File: src/rtl/multicycle_control.sv
// ---------------------------------------------------------------------------
// multicycle_control
//
// Main control FSM for a multi-cycle MIPS datapath. Each instruction is
// sequenced through fetch, decode, execute, memory and writeback steps. The
// block drives every datapath enable and mux select, and it generates the
// 4-bit ALUOp code that the ALU control decoder consumes.
//
// Ports
//   CLK          in   sole clock, rising edge
//   Reset_L      in   asynchronous active-low reset
//   Opcode[5:0]  in   instruction bits [31:26] from the instruction register
//   Zero         in   ALU zero flag, used only for the branch PC enable
//   ALUOp[3:0]   out  ALU control code
//   IorD, MemRead, MemWrite, IRWrite, MemtoReg, RegDst, RegWrite,
//   ALUSrcA, PCWrite, PCWriteCond  out  datapath controls
//   ALUSrcB[1:0] out  ALU B operand select
//   PCSource[1:0]out  PC source select
//   PCEn         out  PCWrite | (PCWriteCond & Zero), combinational
//   IllegalOp    out  single-cycle pulse in DECODE for an unsupported opcode
//   State[3:0]   out  current state, for debug
//
// The Moore outputs are held in flops that are loaded with the decode of the
// *next* state. They therefore always equal the decode of the current state,
// and they are glitch-free. The asynchronous reset also clears them at once,
// so no memory or register-file write can follow the assertion of Reset_L.
// ---------------------------------------------------------------------------
module multicycle_control (
   input  logic       CLK,
   input  logic       Reset_L,
   input  logic [5:0] Opcode,
   input  logic       Zero,
   output logic [3:0] ALUOp,
   output logic       IorD,
   output logic       MemRead,
   output logic       MemWrite,
   output logic       IRWrite,
   output logic       MemtoReg,
   output logic       RegDst,
   output logic       RegWrite,
   output logic       ALUSrcA,
   output logic       PCWrite,
   output logic       PCWriteCond,
   output logic [1:0] ALUSrcB,
   output logic [1:0] PCSource,
   output logic       PCEn,
   output logic       IllegalOp,
   output logic [3:0] State
);

   // State encoding is fixed, because State is visible on the debug port.
   localparam logic [3:0] S_FETCH     = 4'd0;
   localparam logic [3:0] S_DECODE    = 4'd1;
   localparam logic [3:0] S_MEMADDR   = 4'd2;
   localparam logic [3:0] S_MEMREAD   = 4'd3;
   localparam logic [3:0] S_MEMWB     = 4'd4;
   localparam logic [3:0] S_MEMWRITE  = 4'd5;
   localparam logic [3:0] S_EXEC      = 4'd6;
   localparam logic [3:0] S_RCOMPLETE = 4'd7;
   localparam logic [3:0] S_BRANCH    = 4'd8;
   localparam logic [3:0] S_JUMP      = 4'd9;
   localparam logic [3:0] S_IEXEC     = 4'd10;
   localparam logic [3:0] S_ICOMPLETE = 4'd11;
   localparam logic [3:0] S_INIT      = 4'd12;

   // Supported opcodes
   localparam logic [5:0] OP_RTYPE = 6'b000000;
   localparam logic [5:0] OP_LW    = 6'b100011;
   localparam logic [5:0] OP_SW    = 6'b101011;
   localparam logic [5:0] OP_BEQ   = 6'b000100;
   localparam logic [5:0] OP_J     = 6'b000010;
   localparam logic [5:0] OP_ADDI  = 6'b001000;
   localparam logic [5:0] OP_ADDIU = 6'b001001;
   localparam logic [5:0] OP_ANDI  = 6'b001100;
   localparam logic [5:0] OP_ORI   = 6'b001101;

   // ALUOp codes
   localparam logic [3:0] ALU_ADD   = 4'b0000;
   localparam logic [3:0] ALU_SUB   = 4'b0001;
   localparam logic [3:0] ALU_RTYPE = 4'b0010;
   localparam logic [3:0] ALU_ADDI  = 4'b0100;
   localparam logic [3:0] ALU_ADDIU = 4'b0101;
   localparam logic [3:0] ALU_ANDI  = 4'b0110;
   localparam logic [3:0] ALU_ORI   = 4'b0111;

   // The complete set of Moore outputs, kept together so that one flop bank
   // and one decode function cover all of them.
   typedef struct packed {
      logic [3:0] alu_op;
      logic       iord;
      logic       mem_read;
      logic       mem_write;
      logic       ir_write;
      logic       mem_to_reg;
      logic       reg_dst;
      logic       reg_write;
      logic       alu_src_a;
      logic       pc_write;
      logic       pc_write_cond;
      logic [1:0] alu_src_b;
      logic [1:0] pc_source;
   } ctl_t;

   localparam ctl_t CTL_IDLE = '{
      alu_op: 4'b0000, iord: 1'b0, mem_read: 1'b0, mem_write: 1'b0,
      ir_write: 1'b0, mem_to_reg: 1'b0, reg_dst: 1'b0, reg_write: 1'b0,
      alu_src_a: 1'b0, pc_write: 1'b0, pc_write_cond: 1'b0,
      alu_src_b: 2'b00, pc_source: 2'b00
   };

   // Returns 1 for the opcodes that this controller implements.
   function automatic logic is_legal(input logic [5:0] op);
      logic legal;
      case (op)
         OP_RTYPE, OP_LW, OP_SW, OP_BEQ, OP_J,
         OP_ADDI, OP_ADDIU, OP_ANDI, OP_ORI: legal = 1'b1;
         default:                            legal = 1'b0;
      endcase
      return legal;
   endfunction

   // Returns the ALU code for an immediate-format arithmetic or logic opcode.
   function automatic logic [3:0] iexec_alu_op(input logic [5:0] op);
      logic [3:0] code;
      case (op)
         OP_ADDI:  code = ALU_ADDI;
         OP_ADDIU: code = ALU_ADDIU;
         OP_ANDI:  code = ALU_ANDI;
         OP_ORI:   code = ALU_ORI;
         default:  code = ALU_ADD;
      endcase
      return code;
   endfunction

   // Decodes the control word for a state. The opcode argument matters only
   // in IEXEC, and there it must be the opcode that was latched in DECODE.
   function automatic ctl_t decode_ctl(input logic [3:0] st, input logic [5:0] op);
      ctl_t c;
      c = CTL_IDLE;
      case (st)
         S_FETCH: begin
            c.mem_read  = 1'b1;
            c.ir_write  = 1'b1;
            c.pc_write  = 1'b1;
            c.alu_src_b = 2'b01;
         end
         S_DECODE: begin
            c.alu_src_b = 2'b11;
         end
         S_MEMADDR: begin
            c.alu_src_a = 1'b1;
            c.alu_src_b = 2'b10;
         end
         S_MEMREAD: begin
            c.mem_read = 1'b1;
            c.iord     = 1'b1;
         end
         S_MEMWB: begin
            c.reg_write  = 1'b1;
            c.mem_to_reg = 1'b1;
         end
         S_MEMWRITE: begin
            c.mem_write = 1'b1;
            c.iord      = 1'b1;
         end
         S_EXEC: begin
            c.alu_src_a = 1'b1;
            c.alu_op    = ALU_RTYPE;
         end
         S_RCOMPLETE: begin
            c.reg_write = 1'b1;
            c.reg_dst   = 1'b1;
         end
         S_BRANCH: begin
            c.alu_src_a     = 1'b1;
            c.alu_op        = ALU_SUB;
            c.pc_write_cond = 1'b1;
            c.pc_source     = 2'b01;
         end
         S_JUMP: begin
            c.pc_write  = 1'b1;
            c.pc_source = 2'b10;
         end
         S_IEXEC: begin
            c.alu_src_a = 1'b1;
            c.alu_src_b = 2'b10;
            c.alu_op    = iexec_alu_op(op);
         end
         S_ICOMPLETE: begin
            c.reg_write = 1'b1;
         end
         // INIT and the unused encodings 13-15 drive nothing.
         default: begin
            c = CTL_IDLE;
         end
      endcase
      return c;
   endfunction

   logic [3:0] state_q;
   logic [3:0] state_d;
   logic [5:0] opcode_q;
   logic [5:0] opcode_d;
   ctl_t       ctl_q;
   ctl_t       ctl_d;

   // Next-state sequencing. The opcode is captured only in DECODE.
   always_comb begin
      state_d  = state_q;
      opcode_d = opcode_q;
      case (state_q)
         S_FETCH: begin
            state_d = S_DECODE;
         end
         S_DECODE: begin
            opcode_d = Opcode;
            case (Opcode)
               OP_LW, OP_SW:                        state_d = S_MEMADDR;
               OP_RTYPE:                            state_d = S_EXEC;
               OP_BEQ:                              state_d = S_BRANCH;
               OP_J:                                state_d = S_JUMP;
               OP_ADDI, OP_ADDIU, OP_ANDI, OP_ORI:  state_d = S_IEXEC;
               default:                             state_d = S_FETCH;
            endcase
         end
         S_MEMADDR: begin
            // Only lw or sw can reach MEMADDR, so sw selects the store path
            // and anything else selects the load path.
            if (opcode_q == OP_SW) begin
               state_d = S_MEMWRITE;
            end else begin
               state_d = S_MEMREAD;
            end
         end
         S_MEMREAD:   state_d = S_MEMWB;
         S_MEMWB:     state_d = S_FETCH;
         S_MEMWRITE:  state_d = S_FETCH;
         S_EXEC:      state_d = S_RCOMPLETE;
         S_RCOMPLETE: state_d = S_FETCH;
         S_BRANCH:    state_d = S_FETCH;
         S_JUMP:      state_d = S_FETCH;
         S_IEXEC:     state_d = S_ICOMPLETE;
         S_ICOMPLETE: state_d = S_FETCH;
         // INIT and the unused encodings 13-15 all move to FETCH.
         default:     state_d = S_FETCH;
      endcase
   end

   // Control word for the coming state. opcode_d already holds the opcode
   // that IEXEC will use when that state is entered from DECODE.
   always_comb begin
      ctl_d = decode_ctl(state_d, opcode_d);
   end

   // State, latched opcode and registered control word.
   always_ff @(posedge CLK or negedge Reset_L) begin
      if (!Reset_L) begin
         state_q  <= S_INIT;
         opcode_q <= 6'b000000;
         ctl_q    <= CTL_IDLE;
      end else begin
         state_q  <= state_d;
         opcode_q <= opcode_d;
         ctl_q    <= ctl_d;
      end
   end

   assign ALUOp       = ctl_q.alu_op;
   assign IorD        = ctl_q.iord;
   assign MemRead     = ctl_q.mem_read;
   assign MemWrite    = ctl_q.mem_write;
   assign IRWrite     = ctl_q.ir_write;
   assign MemtoReg    = ctl_q.mem_to_reg;
   assign RegDst      = ctl_q.reg_dst;
   assign RegWrite    = ctl_q.reg_write;
   assign ALUSrcA     = ctl_q.alu_src_a;
   assign PCWrite     = ctl_q.pc_write;
   assign PCWriteCond = ctl_q.pc_write_cond;
   assign ALUSrcB     = ctl_q.alu_src_b;
   assign PCSource    = ctl_q.pc_source;
   assign State       = state_q;

   // The branch PC enable must track Zero within the BRANCH cycle, so it is
   // combinational. It is still 0 in reset because the control flops are
   // cleared.
   assign PCEn = ctl_q.pc_write | (ctl_q.pc_write_cond & Zero);

   // The instruction register is stable during DECODE, so this pulse lasts
   // exactly one cycle. During reset state_q is INIT, which holds it low.
   assign IllegalOp = (state_q == S_DECODE) & ~is_legal(Opcode);

endmodule

File: config.mk
export PLATFORM = sky130hd
export DESIGN_NAME = multicycle_control
export DESIGN_NICKNAME = d
export VERILOG_FILES = /design/src/rtl/multicycle_control.sv
export SDC_FILE = /design/constraint.sdc
export NUM_CORES = 1
export LEC_CHECK = 0
export BUFFER_PORTS_ARGS = -buffer_cell sky130_fd_sc_hd__buf_2
export CORE_MARGIN = 10
export CORE_UTILIZATION = 55
export DETAILED_ROUTE_END_ITERATION = 10
export PLACE_DENSITY = 0.83
export SETUP_SLACK_MARGIN = 0.05
export SLEW_MARGIN = 20
export SYNTH_ARGS = -nofsm -noshare
export SYNTH_HDL_FRONTEND = slang
export SYNTH_SLANG_ARGS = --single-unit
File: constraint.sdc
create_clock -name CLK -period 2.6 [get_ports CLK]
set_clock_uncertainty 0.05 [all_clocks]
set_input_delay 0.39 -clock CLK [delete_from_list [all_inputs] [get_ports CLK]]
set_output_delay 0.39 -clock CLK [all_outputs]
set_load 0.03 [all_outputs]
[Yosys cells after proc, flatten, opt, wreduce, memory -nomap -nowiden]
Index checks and enable logic that the tools add are counted.
Operators by class
  mux-type cells: 19
  equal/unequal tests: 29
  bitwise operators: 4
  reductions and logical operators: 12
Operator list (number)
  6-bit by 4-bit == test with 1-bit output, second input constant: 8
  4-bit one-hot mux with 6 select lines: 1
  4-bit by 3-bit == test with 1-bit output, second input constant: 5
  4-bit == test, second input constant: 5
  4-bit one-hot mux with 5 select lines: 1
  6-bit == test, second input constant: 3
  4-bit by 2-bit == test with 1-bit output, second input constant: 4
  3-bit one-hot mux with 4 select lines: 1
  4-bit one-hot mux with 3 select lines: 1
  1-bit two-way mux: 11
  2-bit OR reduction: 5
  9-bit OR reduction: 1
  4-bit by 1-bit == test with 1-bit output, second input constant: 2
  4-bit zero test: 2
  4-bit OR reduction: 2
  6-bit by 2-bit == test with 1-bit output, second input constant: 1
  6-bit by 3-bit == test with 1-bit output, second input constant: 1
  6-bit zero test: 1
  6-bit two-way mux: 1
  2-bit one-hot mux with 3 select lines: 1
  2-bit one-hot mux with 2 select lines: 1
  3-bit two-way mux: 1
  3-bit OR reduction: 1
  1-bit bitwise AND: 2
  2 further kinds: 2
Word-level totals
  output and inout port bits: 24
  logic and storage cells: 79
  register bits: 28

[Depth between registers and ports, before layout]
Gate-level depths: netlist of the first run.
  word-level depth: 7
  mapped depth: 6

[Least setup slack after synthesis of the first run]
OpenSTA, ideal clock, no wires.
  path type: register -> output
  start point: register state_q[0] (netlist: State[0])
  end point: output IllegalOp
  setup slack: 0.571 ns
  data arrival time: 1.589 ns
  cell stages (with the launch flop): 5
  buffers on the path: 2
  required time: 2.160 ns
  cell sequence: dfrtp_1 > buf_2 > nor4b_2 > buf_2 > o311a_1
Between the ends
  word-level cells in the longest chain between the ends: 2
Ends and longest elaborated chain
  from (decl): line 200  | logic [3:0] state_q;
  from (signal assigned): line 262  | state_q <= state_d;
  4-bit by 1-bit == test with 1-bit output: line 290  | assign IllegalOp = (state_q == S_DECODE) & ~is_legal(Opcode);
  1-bit bitwise AND: line 290
  to (decl): line 47  | output logic IllegalOp,
Every way passes these cells.

[Worst setup path in the final report of the first run]
  start point: register state_q[1] (netlist: State[1])
  end point: output IllegalOp
The elaborated chain is that of the path after synthesis.

==> summary.md, run 1 <==
| Metric | Value |
|---|---|
| Vias in the first global route | 948 |
| Startpoint Class | flip-flop |
| Clock Latency Late Sink | 310 ps |
| IR drop worst, VDD | 0.551 mV |
| Worst slew margin | 63.1% |
| CTS Buf Count | 3 |
| Worst setup path class | flip-flop to output port |
| Worst slack at placement | 517 ps |
| Hold Vio Cnt, Final | 24 |
| Power density over the cells | 1040 nW/µm² |
| Critical Path RT | 2160 ps |
| Final WS setup | 456 ps |
| Setup Total Neg Slack | 0 ps |
| CP Max Fanout | 10 |
| Gate Count Post-Synth | 111 |
| CTS tree | done |
| Clock-pin slew on the worst setup and hold paths | 130 ps |
| GRT Total Usage | 12.2% |
| First-pass GRT wire length | 4330 µm |
| Data arrival, critical path | 1700 ps |
| Setup-failing EPs final | 0 |
| Crit path cell chain | nor4b_2 -> o311a_1 -> buf_2 |
| Family with the most delay on the worst path | flip-flops |
| Slew Viols, Final | 0 |
| Fin crit share | 82.5% |
| Wirelength per Cell | 15.3 µm |
| Final nets | 148 |
| Syn. warnings | 0 |
| Iter 0 DRT Violations | 16 |
| I/O pin count | 33 |
| Mapped Area | 1230 µm² |
| F_max | 0.466 GHz |
| Vias per cell | 5.55 |
| Cell variety after synth | 40 |
| Die height | 67.4 µm |
| Initial antenna violation count | 0 |
| Initial Utilization | 56.9% |
| Yosys reg bits | 26 |
| Unrepaired setup endpoints after global routing | no |
| CTS Buffer Depth | 2 |
| Synth Net Count | 120 |
| Outcome | complete, but fails checks |
| Gr ovfl total | 0 |
| Row cnt | 17 |
| R2R Setup Slk | 760 ps |
| Critical path buffer and inverter count | 1 |
| Critical Path End Type | output port |
| Total core area | 2170 µm² |
| Max-capacitance violation count | 0 |
| H-tree depth | 1 |
| Hold slack | -6.79 ps |
| Worst-margin pin slew | 546 ps |
| Pin count of the biggest net entering global routing | 27 |
| Clk sinks | 26 |
| Fin crit period | 2140 ps |
| Full die area | 4540 µm² |
| Leak Pwr | 0.733 nW |
| Slowest CP cell | dfrtp_1 |
| R2R depth | 5 |
| Hpwl dp | 1930 µm |
| IO Port Bufs | 31 |
| Routability congestion estimate | 0.902 |
| Via count | 921 |
| Avg Cell Area, Syn | 11.1 µm² |
| Sequential element share of the synthesized area | 52.9% |
| Violated checks | hold timing |
| Syn-to-layout area delta | 14.4% |
| Die X | 67.4 µm |
| Total wire length | 2540 µm |
| Root Buffer | clkbuf_4 |
| Fraction of layout cells with a size suffix above 1 | 39.1% |
| Post CTS Setup Buffer Count | 0 |
| RR Startpoint | State[0] |
| Drt pass-1 iters | 4 |
| Cts hold-fix bufs | 0 |
| HP Class | primary input to asynchronous set/reset pin |
| Max stage delay on crit path | 520 ps |
| Post-route ant nets | 0 |
| FF-to-FF End | MemRead |
| ANT cells | 0 |
| Post-CTS sizing | 0 |
| DRC Markers | 0 |
==> cell families after synthesis <==
family                 Yosys count  synth area share (%)
AO/OA/AOI/OAI                   22                  14.7
XOR/XNOR                         1                 0.709
buffers and inverters           14                  6.08
flip-flops                      26                  52.9
multiplexers                     7                  6.38
other                            1                 0.304
AND/OR/NAND/NOR                 40                  18.9
==> cells in the mapped netlist, drive strengths merged <==
| cell type | count | area share, % |
|---|---|---|
| xor2 | 1 | 0.71 |
| a211o | 1 | 1.4 |
| a31oi | 1 | 0.51 |
| and2 | 2 | 1.0 |
| a211oi | 1 | 0.61 |
| or2 | 1 | 0.51 |
| mux2 | 7 | 6.4 |
| nor3 | 5 | 2.0 |
| o31ai | 3 | 2.6 |
| inv | 5 | 1.5 |
| conb | 1 | 0.30 |
| dfstp | 2 | 4.3 |
| nor4b | 3 | 3.1 |
| clkbuf | 2 | 0.81 |
| nor2 | 12 | 3.6 |
| dfrtp | 24 | 49 |
| o32ai | 1 | 1.3 |
| o211a | 1 | 0.81 |
| a21oi | 5 | 2.0 |
| and3 | 1 | 0.51 |
| nand2b | 3 | 1.5 |
| a21boi | 1 | 0.61 |
| nand2 | 4 | 1.2 |
| a21o | 1 | 0.61 |
| or3 | 2 | 1.0 |
| nand3b | 2 | 1.2 |
| nor2b | 1 | 0.51 |
| o21a | 1 | 0.61 |
| nand3 | 3 | 1.6 |
| o22ai | 2 | 1.5 |
| buf | 7 | 3.7 |
| o311a | 1 | 0.81 |
| o21ai | 3 | 1.2 |
| and4bb | 1 | 1.0 |
==> worst max path at each step <==
stage	start	endpoint	slack (ps)	cells after the start
detailed placement	Opcode[3]	IllegalOp	520	5
CTS	State[1]	IllegalOp	450	3
finish	State[1]	IllegalOp	460	3
global route	Opcode[3]	IllegalOp	330	5
global placement	Opcode[3]	IllegalOp	630	5
floorplan	State[0]	IllegalOp	570	4
==> report_power, final <==
part | switching [mW] | leakage, nW | internal (mW) | total, mW
logic | 0.394 | 0.387 | 0.264 | 0.658
registers | 0.0932 | 0.326 | 0.527 | 0.620
clock network | 0.111 | 0.0210 | 0.0855 | 0.197
==> layer usage <==
metal | vias to the layer above | track usage (%) | wire length (µm)
met5 | - | 0 | 0
met4 | 0 | 5.90 | 39
met3 | 4 | 4.13 | 251
met2 | 35 | 20.9 | 1280
met1 | 439 | 13.4 | 968
li1 | 443 | - | -
==> cell type report <==
cell class	count	area [µm²]
fillers	183	757
well taps	28	35.0
multi-input cells	71	507
repair buffers	32	163
inverters	5	18.8
flip-flops and latches	26	653
clock buffers	4	36.3
==> stage by stage <==
stage	instances	total power [mW]	cell area, µm²	hold slack [ps]	util, %
after floorplan	111	1.12	1230	44.4	-
after detailed placement	162	1.29	1380	366	63.4
after CTS	166	1.49	1410	13.1	65.1
final	166	1.47	1410	-6.79	65.1
after global placement	162	1.27	1380	353	63.4
after global routing	166	1.57	1410	30.0	65.1
==> layout by cell type, fill, tap and decap left out, drive strengths merged, types with 2 or more instances in the layout <==
cell | Yosys | final
or3 | 2 | 2
nand3b | 2 | 2
nor4b | 3 | 3
clkbuf | 2 | 4
inv | 5 | 5
dfstp | 2 | 2
buf | 7 | 32
nor2 | 12 | 12
nand2 | 4 | 4
nand3 | 3 | 3
o21ai | 3 | 3
o31ai | 3 | 3
nand2b | 3 | 3
dfrtp | 24 | 24
a21oi | 5 | 5
and2 | 2 | 2
o22ai | 2 | 2
nor3 | 5 | 5
mux2 | 7 | 7
==> state kept, by name (all words and copies together) (netlist names), 2 cells and up <==
| register | count |
|---|---|
| State | 4 |
| ALUOp | 3 |
| PCSource | 2 |
| ALUSrcB | 2 |
| opcode_q | 6 |
Power figures use the tool's default switching activity.
==> run 2: changes to the inputs <==
--- a/config.mk
+++ b/config.mk
@@ -5,11 +5,12 @@
 export SDC_FILE = /design/constraint.sdc
 export NUM_CORES = 1
 export LEC_CHECK = 0
+export ABC_AREA = 1
 export BUFFER_PORTS_ARGS = -buffer_cell sky130_fd_sc_hd__buf_2
 export CORE_MARGIN = 10
-export CORE_UTILIZATION = 55
+export CORE_UTILIZATION = 47
 export DETAILED_ROUTE_END_ITERATION = 10
-export PLACE_DENSITY = 0.83
+export PLACE_DENSITY = 0.75
 export SETUP_SLACK_MARGIN = 0.05
 export SLEW_MARGIN = 20
 export SYNTH_ARGS = -nofsm -noshare
==> constraint.sdc (replaced) <==
create_clock -name CLK -period 1.75 [get_ports CLK]
set_clock_uncertainty 0.05 [all_clocks]
set_input_delay 0.2625 -clock CLK [delete_from_list [all_inputs] [get_ports CLK]]
set_output_delay 0.2625 -clock CLK [all_outputs]
set_load 0.03 [all_outputs]
==> run 2 against run 1 <==
The run now ends clean. Clock power grew 28%. Worst setup slack lost 340 ps. Routed wire length grew 14%. Design area grew 15%. Die area grew 18%. Final cell count grew 30%. Sequential power grew 44%. Synthesized area grew 7.9%. Combinational power grew 95%. Sequential cell count is the same. Critical path depth grew 3. Total power grew 64%. Highest routed layer unchanged.
==> summary.md, run 2 <==
| Metric | Value |
|---|---|
| Post-route ant nets | 0 (unchanged) |
| CTS Buffer Depth | 2 (unchanged) |
| First-pass GRT wire length | 4770 µm (+10%) |
| Total core area | 2730 µm² (+26%) |
| Critical Path RT | 1440 ps (-720 ps) |
| HP Class | primary input to flip-flop |
| CTS Buf Count | 3 (unchanged) |
| Most frequent cells in the layout | 34 x nand2_1, 30 x buf_2, 24 x dfrtp_1 |
| Min-Delay Startpoint | Opcode[4] |
| Syn-to-layout area delta | 22.2% |
| R2R depth | 10 (+5) |
| Wirelength per Cell | 13.4 µm (-12%) |
| Data arrival, critical path | 1320 ps (-380 ps) |
| Iter 0 DRT Violations | 21 (+5) |
| F_max | 0.612 GHz |
| Leak Pwr | 0.927 nW (+26%) |
| Slew Viols, Final | 0 (unchanged) |
| Largest family of logic cells by synthesized area | simple AND/OR/NAND/NOR gates |
| Leading cell type in the layout, fill and taps excluded | nand2_1 |
| Final WS setup | 117 ps (-339 ps) |
| Pin count of the biggest net entering global routing | 27 (unchanged) |
| Via count | 1048 (+14%) |
| Hold path depth | 3 |
| Root Buffer | clkbuf_4 |
| IR drop worst, VDD | 1.09 mV (+97%) |
| Setup Total Neg Slack | 0 ps (unchanged) |
| Outcome | finished clean |
| IO Port Bufs | 31 (unchanged) |
| Synth area leader | dfrtp_1 |
| Clk sinks | 26 (unchanged) |
| Clock-pin slew on the worst setup and hold paths | 130 ps (about the same) |
| CP Max Fanout | 3 (-7) |
| Clock Latency Late Sink | 310 ps (about the same) |
| Synth top area share | 45.1% (-3.6 points) |
| Final nets | 194 (+31%) |
| Die X | 73.2 µm (+8.7%) |
| CTS tree | done |
| Post-Synth XOR/XNOR Area | 0.657% (-0.052 points) |
| Gr ovfl total | 0 (unchanged) |
| Initial antenna violation count | 0 (unchanged) |
| Tot Pwr | 2.42 mW (+64%) |
| Hold slack | 166 ps (+173 ps) |
| Avg Cell Area, Syn | 9.13 µm² (-18%) |
| Unrepaired setup endpoints after global routing | yes |
| Critical Path End Type | output port |
| DRC Markers | 0 (unchanged) |
| Syn. warnings | 0 (unchanged) |
| Vias in the first global route | 1049 (+11%) |
| Fraction of layout cells with a size suffix above 1 | 45.7% (+6.5 points) |
| Gate Count Post-Synth | 146 (+32%) |
| Largest reg by FF count | opcode_q |
| Top_reg_cell synth | dfrtp_1 |
| Setup-failing EPs final | 0 (unchanged) |
| Power density over the cells | 1490 nW/µm² (+42%) |
| Main area contributors after synthesis | dfrtp_1 45%, nand2_1 9.6%, inv_1 4.8%, nor2_4 4.2%, dfstp_2 3.9% |
| R2R Setup Slk | 120 ps (-640 ps) |
| Final Non-Filler Cells | 215 (+30%) |
| Row cnt | 19 (+2) |
| Fin crit period | 1630 ps |
| Mux contribution to synthesized area | 0% (-6.4 points) |
| Synth top cells by count | 34 x nand2_1, 24 x dfrtp_1, 17 x inv_1, 8 x inv_2, 8 x nor2_1 |
| Routability congestion estimate | 0.839 (-7.0%) |
| Worst slew margin | 63.4% (+0.32 points) |
| Total wire length | 2880 µm (+14%) |
| FF-to-FF End | ALUSrcB[0] |
| Hold endpoint | opcode_q[4] |
| Worst-margin pin slew | 548 ps (+2.82 ps) |
| Full die area | 5360 µm² (+18%) |
| Worst setup path class | flip-flop to output port |
| Synth Net Count | 155 (+29%) |
| Adder-cell area share of the yosys netlist | 0% (unchanged) |
| Simple-gate portion of the synthesized area | 37.1% (+18 points) |
| Hpwl dp | 2310 µm (+19%) |
| RR Startpoint | State[2] |
| ANT cells | 0 (unchanged) |
| I/O pin count | 33 (unchanged) |
| H-tree depth | 1 (unchanged) |
| Drt pass-1 iters | 4 (unchanged) |
| Initial Utilization | 48.7% (-8.2 points) |
| Max-capacitance violation count | 0 (unchanged) |
| Dpl cells | 205 (+27%) |
| GRT Total Usage | 11.0% (-1.2 points) |
| Fin crit share | 93.3% |
| Cell variety after synth | 29 (-28%) |
| Post-synthesis async set-or-reset flop share | 100% (unchanged) |
| Yosys reg bits | 26 (unchanged) |
| Vias per cell | 4.87 (-12%) |
| Largest register FFs | 6 (unchanged) |
| Number of flops mapped to enable cells by yosys | 0 (unchanged) |
| Sequential element share of the synthesized area | 49.0% (-3.9 points) |
| Hold Vio Cnt, Final | 0 (-100%) |
| Top-count cell post-synth | nand2_1 |
| Mapped Area | 1330 µm² (+7.9%) |
| Worst slack at placement | 62.9 ps (-454 ps) |
| Die height | 73.2 µm (+8.7%) |
| Synth Area in Compound Gates | 3.94% (-11 points) |
| Filler cells | 232 (+27%) |
| Startpoint Class | flip-flop |
-- run 2: cell count changes in the layout (fill, tap and decap cells not counted), moves of 6 or more --
cell     change
nand2_1     +30
inv_1       +12
nor2_2       +6
mux2_2       -7
nor2_4       +6
nand2_2      +6
-- run 2: per-stage QoR --
step	area [µm²]	utilization, %
floorplan	1340	-
global placement	1510	55.3
detailed placement	1510	55.3
CTS	1590	58.1
global route	1630	59.5
finish	1630	59.5
-- run 2: cell families (layout without fill, tap and decap cells) --
group / after synthesis / count (layout)
AOI/OAI and AO/OA: 8 / 8
xor gates and xnor gates: 1 / 1
buffers and inverters: 28 / 66
DFF: 26 / 26
other: 1 / 1
and+or+nand+nor: 82 / 82
-- run 2: power breakdown --
group          internal [mW]  switching (mW)  total, mW  leakage [nW]
Clock                 0.0891           0.163      0.252        0.0150
Sequential             0.782           0.108      0.890         0.330
Combinational          0.423           0.854       1.28         0.582
Total                   1.29            1.12       2.42         0.927
-- run 2: worst max path at each step --
stage | start | endpoint | slack, ps | cells past startpoint
floorplan | State[2] | IllegalOp | 160 | 6
global placement | State[3] | ALUSrcB[0] | 110 | 10
detailed placement | State[3] | ALUSrcB[0] | 60 | 10
CTS | State[2] | ALUSrcB[0] | 50 | 10
global route | State[2] | IllegalOp | 40 | 6
finish | State[2] | IllegalOp | 120 | 6
-- run 2: metal layers --
metal,track usage [%],share of wire (%)
met1,12.7,39
met2,18.5,51
met3,2.86,7.9
met4,5.27,2.1
met5,0,0
-- run 2: repair_timing --
action / CTS / global route
resized for setup: 5 / 6
pin swaps: 1 / 0
hold endpoints to repair: 24 / 0
hold buffers: 1 / 0
setup endpoints to repair: 3 / 8
setup buffers: 3 / 2
-- run 2: layout make-up --
cell class                      instances  area [µm²]  area share (%)
Timing Repair Buffer                   37         213            13.1
Clock buffer                            4        26.3            1.61
Tap cell                               31        38.8            2.38
Multi-Input combinational cell         92         596            36.6
Sequential cell                        26         653            40.1
Inverter                               25         101            6.23
-- run 2: critical path, stage by stage, from the launching register on --
cell and delay [ps]:
dfstp_2 580, inv_4 50, nand2_8 80, nor2_4 40, nand2_4 80, nor3_4 40
buf_6 130
